**src/rtl/vga_timing_pkg.sv**
```systemverilog
// ---------------------------------------------------------------------------
// vga_timing_pkg
// Shared constants and types for the 640x480 VGA sync monitor:
//   - default line/frame totals, sync pulse widths and active windows
//   - position and measurement widths
//   - monitor lock FSM state encoding
//   - saturating position increment helper
// ---------------------------------------------------------------------------
package vga_timing_pkg;

   localparam int POS_W  = 10;   // h_pos / v_pos / pulse width
   localparam int MEAS_W = 11;   // measured line length / frame height
   localparam int CNT_W  = 4;    // good-frame counter

   localparam int VGA_H_TOTAL     = 800;
   localparam int VGA_V_TOTAL     = 525;
   localparam int VGA_H_PULSE     = 96;
   localparam int VGA_V_PULSE     = 2;
   localparam int VGA_H_ACT_START = 144;
   localparam int VGA_H_ACT_LEN   = 640;
   localparam int VGA_V_ACT_START = 35;
   localparam int VGA_V_ACT_LEN   = 480;
   localparam int VGA_LOCK_FRAMES = 2;

   typedef enum logic [1:0] {
      ST_SEARCH  = 2'd0,
      ST_MEASURE = 2'd1,
      ST_LOCKED  = 2'd2
   } mon_state_e;

   // Increment that sticks at all-ones instead of wrapping.
   function automatic logic [POS_W-1:0] sat_inc(input logic [POS_W-1:0] val);
      return (&val) ? val : val + POS_W'(1);
   endfunction

endpackage

```
**src/rtl/vga_sync_edge.sv**
```systemverilog
// ---------------------------------------------------------------------------
// vga_sync_edge
// Brings one raw sync line into the clk domain (two flops) and keeps one more
// delayed copy so falling/rising edges can be flagged for a single cycle.
// All flops reset high, matching the idle level of an active-low sync.
// Ports:
//   clk, rst   clock, asynchronous active-high reset
//   i_async    raw sync input
//   o_level    synchronised level
//   o_fall     1-cycle pulse on a synchronised high->low transition
//   o_rise     1-cycle pulse on a synchronised low->high transition
// ---------------------------------------------------------------------------
module vga_sync_edge (
   input  logic clk,
   input  logic rst,
   input  logic i_async,
   output logic o_level,
   output logic o_fall,
   output logic o_rise
);

   logic r_s1;
   logic r_s2;
   logic r_dly;

   always_ff @(posedge clk or posedge rst) begin
      if (rst) begin
         r_s1  <= 1'b1;
         r_s2  <= 1'b1;
         r_dly <= 1'b1;
      end else begin
         r_s1  <= i_async;
         r_s2  <= r_s1;
         r_dly <= r_s2;
      end
   end

   assign o_level = r_s2;
   assign o_fall  = r_dly & ~r_s2;
   assign o_rise  = ~r_dly & r_s2;

endmodule

```
**src/rtl/vga_sync_monitor.sv**
```systemverilog
// ---------------------------------------------------------------------------
// vga_sync_monitor
// Receive-side VGA timing monitor. Synchronises raw hsync/vsync, measures line
// length and frame height, locks after LOCK_FRAMES consecutive good frames and
// rebuilds pixel/line positions plus an active-video flag while locked.
// Ports:
//   clk, rst                 clock, asynchronous active-high reset
//   hsync_in, vsync_in       raw active-low sync inputs
//   h_pos, v_pos             reconstructed position, saturating at 1023
//   h_period, v_lines        last measured line length / frame height
//   h_pulse_width            last measured hsync low width (0 without checks)
//   line_start, frame_start  1-cycle pulses on h_pos / v_pos reload
//   video_active             locked and inside the active window
//   locked                   lock status
//   sync_err                 sticky lock-loss flag, cleared only by rst
// Build option: define VGA_SYNC_MON_PULSE_CHECK_EN to also measure the hsync
// and vsync low widths and require them to match before/while locked.
// ---------------------------------------------------------------------------
module vga_sync_monitor
   import vga_timing_pkg::*;
#(
   parameter int EXP_H_TOTAL = VGA_H_TOTAL,
   parameter int EXP_V_TOTAL = VGA_V_TOTAL,
   parameter int EXP_H_PULSE = VGA_H_PULSE,
   parameter int EXP_V_PULSE = VGA_V_PULSE,
   parameter int H_ACT_START = VGA_H_ACT_START,
   parameter int H_ACT_LEN   = VGA_H_ACT_LEN,
   parameter int V_ACT_START = VGA_V_ACT_START,
   parameter int V_ACT_LEN   = VGA_V_ACT_LEN,
   parameter int LOCK_FRAMES = VGA_LOCK_FRAMES
) (
   input  logic              clk,
   input  logic              rst,
   input  logic              hsync_in,
   input  logic              vsync_in,
   output logic [POS_W-1:0]  h_pos,
   output logic [POS_W-1:0]  v_pos,
   output logic [MEAS_W-1:0] h_period,
   output logic [MEAS_W-1:0] v_lines,
   output logic [POS_W-1:0]  h_pulse_width,
   output logic              line_start,
   output logic              frame_start,
   output logic              video_active,
   output logic              locked,
   output logic              sync_err
);

   localparam logic [POS_W-1:0] H_SAT_M1 = {{(POS_W-1){1'b1}}, 1'b0};

   logic w_hs_lvl, w_hs_fall, w_hs_rise;
   logic w_vs_lvl, w_vs_fall, w_vs_rise;

   vga_sync_edge u_hs_edge (
      .clk(clk), .rst(rst), .i_async(hsync_in),
      .o_level(w_hs_lvl), .o_fall(w_hs_fall), .o_rise(w_hs_rise)
   );

   vga_sync_edge u_vs_edge (
      .clk(clk), .rst(rst), .i_async(vsync_in),
      .o_level(w_vs_lvl), .o_fall(w_vs_fall), .o_rise(w_vs_rise)
   );

   logic [POS_W-1:0]  r_h_pos, r_v_pos;
   logic [MEAS_W-1:0] r_h_period, r_v_lines;
   logic              r_vs_pend, r_line_start, r_frame_start;
   mon_state_e        r_state;
   logic              r_frame_ok, r_locked, r_sync_err;
   logic [CNT_W-1:0]  r_good_cnt;

   logic [MEAS_W-1:0] w_h_next, w_v_next;
   logic              w_frame_go, w_pulse_bad, w_line_bad, w_v_ok, w_h_sat;
   logic              w_h_in, w_v_in;

   assign w_h_next = {1'b0, r_h_pos} + MEAS_W'(1);
   assign w_v_next = {1'b0, r_v_pos} + MEAS_W'(1);

   // A pending vsync edge (or one arriving together with hsync) closes the
   // frame on the next hsync fall.
   assign w_frame_go = w_hs_fall & (r_vs_pend | w_vs_fall);

   always_ff @(posedge clk or posedge rst) begin
      if (rst) begin
         r_h_pos       <= '0;
         r_v_pos       <= '0;
         r_h_period    <= '0;
         r_v_lines     <= '0;
         r_vs_pend     <= 1'b0;
         r_line_start  <= 1'b0;
         r_frame_start <= 1'b0;
      end else begin
         r_line_start  <= w_hs_fall;
         r_frame_start <= w_frame_go;
         if (w_hs_fall) begin
            r_h_pos    <= '0;
            r_h_period <= w_h_next;
            if (w_frame_go) begin
               r_v_pos   <= '0;
               r_v_lines <= w_v_next;
            end else begin
               r_v_pos <= sat_inc(r_v_pos);
            end
         end else begin
            r_h_pos <= sat_inc(r_h_pos);
         end
         if (w_frame_go)
            r_vs_pend <= 1'b0;
         else if (w_vs_fall)
            r_vs_pend <= 1'b1;
      end
   end

`ifdef VGA_SYNC_MON_PULSE_CHECK_EN
   logic [POS_W-1:0] r_h_pw;
   logic [POS_W-1:0] r_vs_cnt;
   logic [POS_W-1:0] w_h_pw_new;
   logic             w_unused_sync;

   assign w_h_pw_new = sat_inc(r_h_pos);

   // vsync width is counted in hsync falls seen while vsync is low; a fall
   // coinciding with the vsync fall is the first line of the pulse.
   always_ff @(posedge clk or posedge rst) begin
      if (rst) begin
         r_h_pw   <= '0;
         r_vs_cnt <= '0;
      end else begin
         if (w_hs_rise)
            r_h_pw <= w_h_pw_new;
         if (w_vs_fall)
            r_vs_cnt <= {{(POS_W-1){1'b0}}, w_hs_fall};
         else if (w_hs_fall & ~w_vs_lvl)
            r_vs_cnt <= sat_inc(r_vs_cnt);
      end
   end

   assign w_pulse_bad = (w_hs_rise & (w_h_pw_new != POS_W'(EXP_H_PULSE))) |
                        (w_vs_rise & (r_vs_cnt != POS_W'(EXP_V_PULSE)));
   assign h_pulse_width = r_h_pw;
   assign w_unused_sync = w_hs_lvl;
`else
   logic w_unused_sync;
   assign w_pulse_bad   = 1'b0;
   assign h_pulse_width = '0;
   // Edge/level outputs only consumed when pulse checking is built in.
   assign w_unused_sync = ^{w_hs_lvl, w_hs_rise, w_vs_lvl, w_vs_rise};
`endif

   assign w_line_bad = (w_hs_fall & (w_h_next != MEAS_W'(EXP_H_TOTAL))) | w_pulse_bad;
   assign w_v_ok     = (w_v_next == MEAS_W'(EXP_V_TOTAL));
   // Next edge would saturate h_pos: hsync has effectively disappeared.
   assign w_h_sat    = ~w_hs_fall & (r_h_pos == H_SAT_M1);

   always_ff @(posedge clk or posedge rst) begin
      if (rst) begin
         r_state    <= ST_SEARCH;
         r_frame_ok <= 1'b0;
         r_good_cnt <= '0;
         r_locked   <= 1'b0;
         r_sync_err <= 1'b0;
      end else begin
         case (r_state)
            ST_SEARCH: begin
               if (w_frame_go) begin
                  r_state    <= ST_MEASURE;
                  r_frame_ok <= 1'b1;
                  r_good_cnt <= '0;
               end
            end
            ST_MEASURE: begin
               if (w_frame_go) begin
                  r_frame_ok <= 1'b1;
                  // closing line and frame height folded in at this edge
                  if (r_frame_ok & ~w_line_bad & w_v_ok) begin
                     r_good_cnt <= r_good_cnt + CNT_W'(1);
                     if ((r_good_cnt + CNT_W'(1)) >= CNT_W'(LOCK_FRAMES)) begin
                        r_state  <= ST_LOCKED;
                        r_locked <= 1'b1;
                     end
                  end else begin
                     r_good_cnt <= '0;
                  end
               end else if (w_line_bad) begin
                  r_frame_ok <= 1'b0;
               end
            end
            ST_LOCKED: begin
               if (w_line_bad | (w_frame_go & ~w_v_ok) | w_h_sat) begin
                  r_state    <= ST_SEARCH;
                  r_locked   <= 1'b0;
                  r_sync_err <= 1'b1;
               end
            end
            default: begin
               r_state  <= ST_SEARCH;
               r_locked <= 1'b0;
            end
         endcase
      end
   end

   assign w_h_in = (r_h_pos >= POS_W'(H_ACT_START)) &&
                   ({1'b0, r_h_pos} < MEAS_W'(H_ACT_START + H_ACT_LEN));
   assign w_v_in = (r_v_pos >= POS_W'(V_ACT_START)) &&
                   ({1'b0, r_v_pos} < MEAS_W'(V_ACT_START + V_ACT_LEN));

   assign h_pos        = r_h_pos;
   assign v_pos        = r_v_pos;
   assign h_period     = r_h_period;
   assign v_lines      = r_v_lines;
   assign line_start   = r_line_start;
   assign frame_start  = r_frame_start;
   assign locked       = r_locked;
   assign sync_err     = r_sync_err;
   assign video_active = r_locked & w_h_in & w_v_in;

endmodule

```
**config.mk**
```make
export PLATFORM = sky130hd
export DESIGN_NAME = vga_sync_monitor
export DESIGN_NICKNAME = d
export VERILOG_FILES = /design/src/rtl/vga_timing_pkg.sv /design/src/rtl/vga_sync_edge.sv /design/src/rtl/vga_sync_monitor.sv
export SDC_FILE = /design/constraint.sdc
export NUM_CORES = 1
export LEC_CHECK = 0
export CAP_MARGIN = 25
export CORE_AREA = 5 5 92 94
export CTS_BUF_LIST = sky130_fd_sc_hd__clkbuf_4 sky130_fd_sc_hd__clkbuf_8
export CTS_CLUSTER_SIZE = 8
export DETAILED_ROUTE_END_ITERATION = 10
export DIE_AREA = 0 0 97 99
export PLACE_DENSITY = 0.65
export SLEW_MARGIN = 10
export SYNTH_ARGS = -nofsm -noshare
export SYNTH_HDL_FRONTEND = slang
export SYNTH_SLANG_ARGS = --single-unit
```
**constraint.sdc**
```tcl
create_clock -name clk -period 3.2 [get_ports clk]
set_clock_uncertainty 0.2 [all_clocks]
set_input_delay 0.48 -clock clk [delete_from_list [all_inputs] [get_ports clk]]
set_output_delay 0.48 -clock clk [all_outputs]
set_load 0.02 [all_outputs]
```
==> results.ini, run 1 <==
[outcome]
status=complete, no violations

[finish]
layout-drive-gt1-share_pct=12.8
n_antenna_cell=0
fillers=691
nets=397
synthToLayoutAreaGrowth_pct=22.3

[run]
drv_cap=0

[logic_synthesis]
ys_top_cells_by_count=dfrtp_1 (54), nand2_1 (42), o21ai_0 (37)
synth_largest_area_cell=dfrtp_1
synth.avg_cell_area_um2=9.53
yosysMostFrequentCell=dfrtp_1
post-synth-top-area-fraction_pct=41.8
async_reset_ff_share_pct=100
synth_flop_cell=dfrtp_1
netlist_area_um2=3230
synth-edff-count=0
synth_area_leaders=dfrtp_1 (42%), o21ai_0 (5.7%), dfstp_2 (4.9%)
yosysWarningCount=0
ys_seq_area_share_pct=46.7
synth_cell_types=59
ys_ff_latch=60
syn_inst=339

[detailed_routing]
drc=0
routed_wl_mm=7.19
wl_per_cell_um=14.6
first_pass_iters=4
vias=2529
postRouteAntennaNets=0
drtIter0Drc=86
viasPerCell=5.13

[power]
p_total_mw=2.17
powerDensity_nw_per_um2=548
ir_drop_v=0.000310
p_leak_nw=1.70

[critical_path]
crit_fanout=7
reg2reg_depth=7
cp_slowest_stage_delay_ns=0.47
cp_num_cells=6
critPathTopFamily=simple AND/OR/NAND/NOR gates
slowest_stage=dfrtp_1
endpoint_kind=primary output
cp.required_ns=2.52
criticalPathCategory=flip-flop to primary output
startpoint_type=flip-flop
cp_cell_sequence=ha_1 > or4_1 > a21oi_1 > o22ai_1 > and3_1 > dlygate4sd2_1
critPathLaunch=v_pos[0]
r2r-start=h_pos[0]
worstPathArrival_ns=2.30
crit_buf_inv=1
rrSetupSlack_ns=0.59

[clock_tree]
clk_latency_ns=0.35
hold_buffers=0
ctsLongestPathBuffers=2
cts_tree=built
htreeDepth=3
cts_setup_buffers=0
ctsRootBufferMaster=clkbuf_8
clkTransAtPathRegs_ns=0.08
cts_sinks=60
cts_resized=1
cts_buffers=9

[global_routing]
met3_usage_pct=4.88
antenna_found_initial=0
grtUsageMet2_pct=23.1
grt_pass1_wl_mm=12.0
grt_pass1_vias=2410
grt_overflow=0
grt_usage_pct=15.7
grt_busiest_layer=met2
met1_usage_pct=20.9
grt_max_degree=43

[hold_path]
hold_depth=0
worstHoldStart=u_hs_edge.r_s1
hp-class=flip-flop to flip-flop

[sta]
setup_viol=0
period_share_pct=93.1
hold_viol=0
tns_ns=0
drv_slew=0
worstMarginPinSlew_ns=0.862
period_needed_ns=2.98
slew_headroom_pct=42.5
rsz0062_at_grt=no
fmax_ghz=0.336

[placed_design]
io_buffers=50
hpwlAfterDp_mm=5.09
gp_congestion=0.891

[floorplan]
die_w_um=97
core_um2=7570
dieArea_um2=9600
floorplan.initialDensity_pct=42.7
die_h_um=99
pin_count=61
num_rows=32

[per-stage QoR]
step / instances / hold WS (ns) / utilization (%) / worst slack (ns) / cell area [µm²]
floorplan: 348 / 0.145 / - / 0.635 / 3270
CTS: 493 / 0.156 / 52.2 / 0.203 / 3950
detailed placement: 477 / 0.147 / 49.8 / 0.373 / 3770
global route: 493 / 0.164 / 52.2 / 0.0470 / 3950
global placement: 477 / 0.147 / 49.8 / 0.377 / 3770
finish: 493 / 0.155 / 52.2 / 0.221 / 3950
[cell usage in the layout, fill, tap and decap left out, types with 3 or more instances in the layout]
cell type,netlist,routed
nor3_1,7,7
o21ai_1,4,4
ha_1,7,7
a21oi_1,9,9
dfstp_2,6,6
o21ai_0,37,37
a31oi_1,6,6
conb_1,1,10
clkdlybuf4s50_1,0,49
nand4_1,5,5
clkbuf_8,0,11
xor2_1,11,11
and3_1,5,5
nand2_1,42,42
dfrtp_1,54,54
nand3_1,11,11
nor2_1,25,25
o31ai_1,7,7
nor2b_1,6,6
inv_1,8,7
buf_4,11,11
clkbuf_4,0,3
xnor2_1,10,10
[path summary, 6_finish.rpt]
kind / end
min in group asynchronous: v_pos[3]
worst min register to register: u_hs_edge.o_level
worst min-delay path: u_hs_edge.o_level
max in group asynchronous: r_frame_ok
worst max register to register: locked
worst max-delay path: video_active
[routing by layer]
| layer | up-vias | routed length (µm) |
|---|---|---|
| li1 | 1261 | - |
| met1 | 1183 | 3410 |
| met2 | 72 | 3210 |
| met3 | 13 | 433 |
| met4 | 0 | 131 |
| met5 | - | 0 |
[cell type report]
type / count / area, µm² / share of cell area [%]
Clock buffer: 14 / 174 / 4.40
Clock inverter: 2 / 10.0 / 0.253
Inverter: 10 / 37.5 / 0.950
Multi-Input combinational cell: 244 / 1510 / 38.3
Sequential cell: 60 / 1510 / 38.2
Tap cell: 102 / 128 / 3.23
Timing Repair Buffer: 61 / 582 / 14.7
[state kept, by name, indices dropped and copies added, names as in the netlist, 2 cells and up]
name,cells
v_lines,11
r_good_cnt,4
h_pos,10
r_state,2
h_period,11
v_pos,10
[power breakdown]
part | internal [mW] | switching [mW] | total (mW)
Combinational | 0.244 | 0.328 | 0.572
Clock | 0.347 | 0.286 | 0.633
Sequential | 0.850 | 0.111 | 0.961
Total | 1.44 | 0.725 | 2.17
[cell families after synthesis]
logic type / synth area share (%)
compound gates: 15.6
xor+xnor: 5.69
fa+ha+maj: 2.71
buf+inv: 7.55
flops: 46.7
mux: 1.08
other cells: 0.116
simple gates: 20.6
(Power assumes the default switching activity.)
==> run 2, diff against run 1 <==
==> constraint.sdc (replaced) <==
create_clock -name clk -period 3 [get_ports clk]
set_clock_uncertainty 0.2 [all_clocks]
set_input_delay 0.9 -clock clk [delete_from_list [all_inputs] [get_ports clk]]
set_output_delay 0.9 -clock clk [all_outputs]
set_load 0.02 [all_outputs]
==> run 2 against run 1 <==
The run now ends with setup timing left. Cell count grew 2.8%. Total power rose by 16%. Sequential power up 3.0%. Core utilization grew 2.5 points. Combinational power rose by 26%. Hold slack better by 0.0026 ns.
==> results.ini, run 2 (same netlist as run 1, synthesis figures left out) <==
[global_routing]
grt_overflow=0  ; unchanged
grt_pass1_wl_mm=12.6  ; was 12.0 mm
antenna_found_initial=0  ; unchanged
grt_pass1_vias=2576  ; was 2410
grt_usage_pct=16.4  ; was 15.7%
grt_max_degree=61  ; was 43

[detailed_routing]
viasPerCell=5.07  ; was 5.13
drtIter0Drc=75  ; was 86
postRouteAntennaNets=0  ; unchanged
wl_per_cell_um=14.9  ; was 14.6 µm
drc=0  ; unchanged
vias=2572  ; was 2529
first_pass_iters=4  ; unchanged
routed_wl_mm=7.56  ; was 7.19 mm

[sta]
worst_hold_slack_ns=0.157  ; was 0.155 ns
slew_headroom_pct=52.9  ; was 42.5%
rsz0062_at_grt=yes  ; was no
final.setup.worst_slack_ns=-0.0209  ; was 0.221 ns
period_share_pct=101
hold_viol=0  ; unchanged
drv_slew=0  ; unchanged
fmax_ghz=0.331
worstMarginPinSlew_ns=0.696  ; was 0.862 ns
period_needed_ns=3.02
setup_viol=1  ; was 0

[clock_tree]
cts_buffers=9  ; unchanged
ctsLongestPathBuffers=2  ; unchanged
clkTransAtPathRegs_ns=0.07  ; was 0.08 ns
ctsRootBufferMaster=clkbuf_8  ; unchanged
htreeDepth=3  ; unchanged
cts_sinks=60  ; unchanged
hold_buffers=0  ; unchanged
cts_tree=built  ; unchanged
clk_latency_ns=0.34  ; was 0.35 ns

[placed_design]
hpwlAfterDp_mm=5.35  ; was 5.09 mm
io_buffers=50  ; unchanged
gp_congestion=0.858  ; was 0.891

[finish]
fin_util_pct=54.8  ; was 52.2%
layout_commonest_cell=dfrtp_1  ; unchanged
synthToLayoutAreaGrowth_pct=28.3  ; was 22.3%
layout-drive-gt1-share_pct=17.5  ; was 12.8%
n_antenna_cell=0  ; unchanged
nets=411  ; was 397
mostFrequentLayoutCells=dfrtp_1 (54), clkdlybuf4s50_1 (49), nand2_1 (42), o21ai_0 (37), nor2_1 (25)  ; unchanged

[hold_path]
hp-class=flip-flop to flip-flop  ; unchanged

[power]
internal_power_mw=1.71  ; was 1.44 mW
p_total_mw=2.52  ; was 2.17 mW
p_sw_share_pct=32.1  ; was 33.5%
power_frac_seq_pct=39.3  ; was 44.4%
ir_drop_v=0.000423  ; was 0.000310 V
pwr-share-comb_pct=28.6  ; was 26.4%
p_sw_mw=0.808  ; was 0.725 mW
clockPowerShare_pct=32.1  ; was 29.2%
p_leak_nw=1.80  ; was 1.70 nW
powerDensity_nw_per_um2=607  ; was 548 nW/µm²

[critical_path]
startpoint_type=flip-flop  ; unchanged
slowest_stage=or3_4  ; was dfrtp_1
cp.required_ns=1.90  ; was 2.52 ns
critPathTopFamily=simple AND/OR/NAND/NOR gates  ; unchanged
criticalPathCategory=flip-flop to primary output  ; unchanged
endpoint_kind=primary output  ; unchanged
cp_slowest_stage_delay_ns=0.40  ; was 0.47 ns
worstPathArrival_ns=1.92  ; was 2.30 ns
crit_buf_inv=1  ; unchanged
cp_cell_sequence=or3_4 > or3b_4 > o22ai_2 > and3_4 > buf_6  ; was ha_1 > or4_1 > a21oi_1 > o22ai_1 > and3_1 > dlygate4sd2_1
crit_fanout=2  ; was 7

[floorplan]
die_w_um=97  ; unchanged
dieArea_um2=9600  ; unchanged
core_um2=7570  ; unchanged
num_rows=32  ; unchanged
die_h_um=99  ; unchanged
floorplan.initialDensity_pct=42.7  ; unchanged
pin_count=61  ; unchanged

[outcome]
status=finished with violations  ; was complete, no violations
violations=setup timing

[run]
drv_cap=0  ; unchanged

## run 2: cell count changes in the layout (fill, tap and decap cells not counted), sizes merged
cell,previous run,this run
buf,11,26
clkbuf,14,11
bufinv,0,2
clkinv,3,4
dlygate4sd2,1,0
## run 2: stage by stage
step                      TNS (ns)  instance area [µm²]  setup WS [ns]  std cells
after global routing       -0.0808                 4150        -0.0808        507
after global placement      -0.283                 3870         -0.283        489
after floorplan                  0                 3270         0.0153        348
after detailed placement    -0.318                 3870         -0.318        489
after CTS                  -0.0470                 4130        -0.0470        506
final                      -0.0209                 4150        -0.0209        507
## run 2: layout make-up
cell class | instances | area [µm²]
Multi-Input combinational cell | 244 | 1550
Tap cell | 102 | 128
Fill cell | 691 | 3420
Inverter | 10 | 37.5
Clock inverter | 5 | 75.1
Sequential cell | 60 | 1510
Clock buffer | 11 | 145
Timing Repair Buffer | 75 | 702
## run 2: per-layer routing
layer / global-route usage, % / part of all wire, % / vias to the layer above
li1: - / - / 1281
met1: 20.9 / 45 / 1212
met2: 26.1 / 47 / 69
met3: 5.02 / 6.5 / 10
met4: 6.59 / 1.5 / 0
met5: 0 / 0 / -
## run 2: worst paths after layout
check | from | end | slack, ns | cells after the start
worst max-delay path | v_pos[7] | video_active | -0.02 | 5
worst min-delay path | u_vs_edge.r_s1 | u_vs_edge.o_level | 0.16 | 0
worst max register to register | h_pos[1] | r_state[0] | 0.49 | 7
worst min register to register | u_vs_edge.r_s1 | u_vs_edge.o_level | 0.16 | 0
max in group asynchronous | rst | u_hs_edge.o_level | 1.57 | 3
min in group asynchronous | rst | v_pos[1] | 0.74 | 3
## run 2: power by group through the flow
stage / clock network [mW] / registers (mW) / logic [mW]
5_1_grt: 0.862 / 1.00 / 0.787
3_5_place_dp: 0 / 1.00 / 0.696
4_1_cts: 0.824 / 0.990 / 0.714
2_1_floorplan: 0 / 1.11 / 0.306
3_3_place_gp: 0 / 1.00 / 0.690
6_report: 0.808 / 0.990 / 0.720
## run 2: worst reg2reg max path: stages (launching register included)
cell	delay (ns)
dfrtp_1	0.44
ha_1	0.28
and3_4	0.24
nor3b_2	0.15
a31oi_1	0.10
or4_4	0.57
o41ai_2	0.29
a2bb2oi_1	0.11
## run 2: repair_timing
item,CTS,global route
pin swaps,4,0
endpoints found under the setup margin,1,1
buffers inserted,1,1
resized for setup,12,2
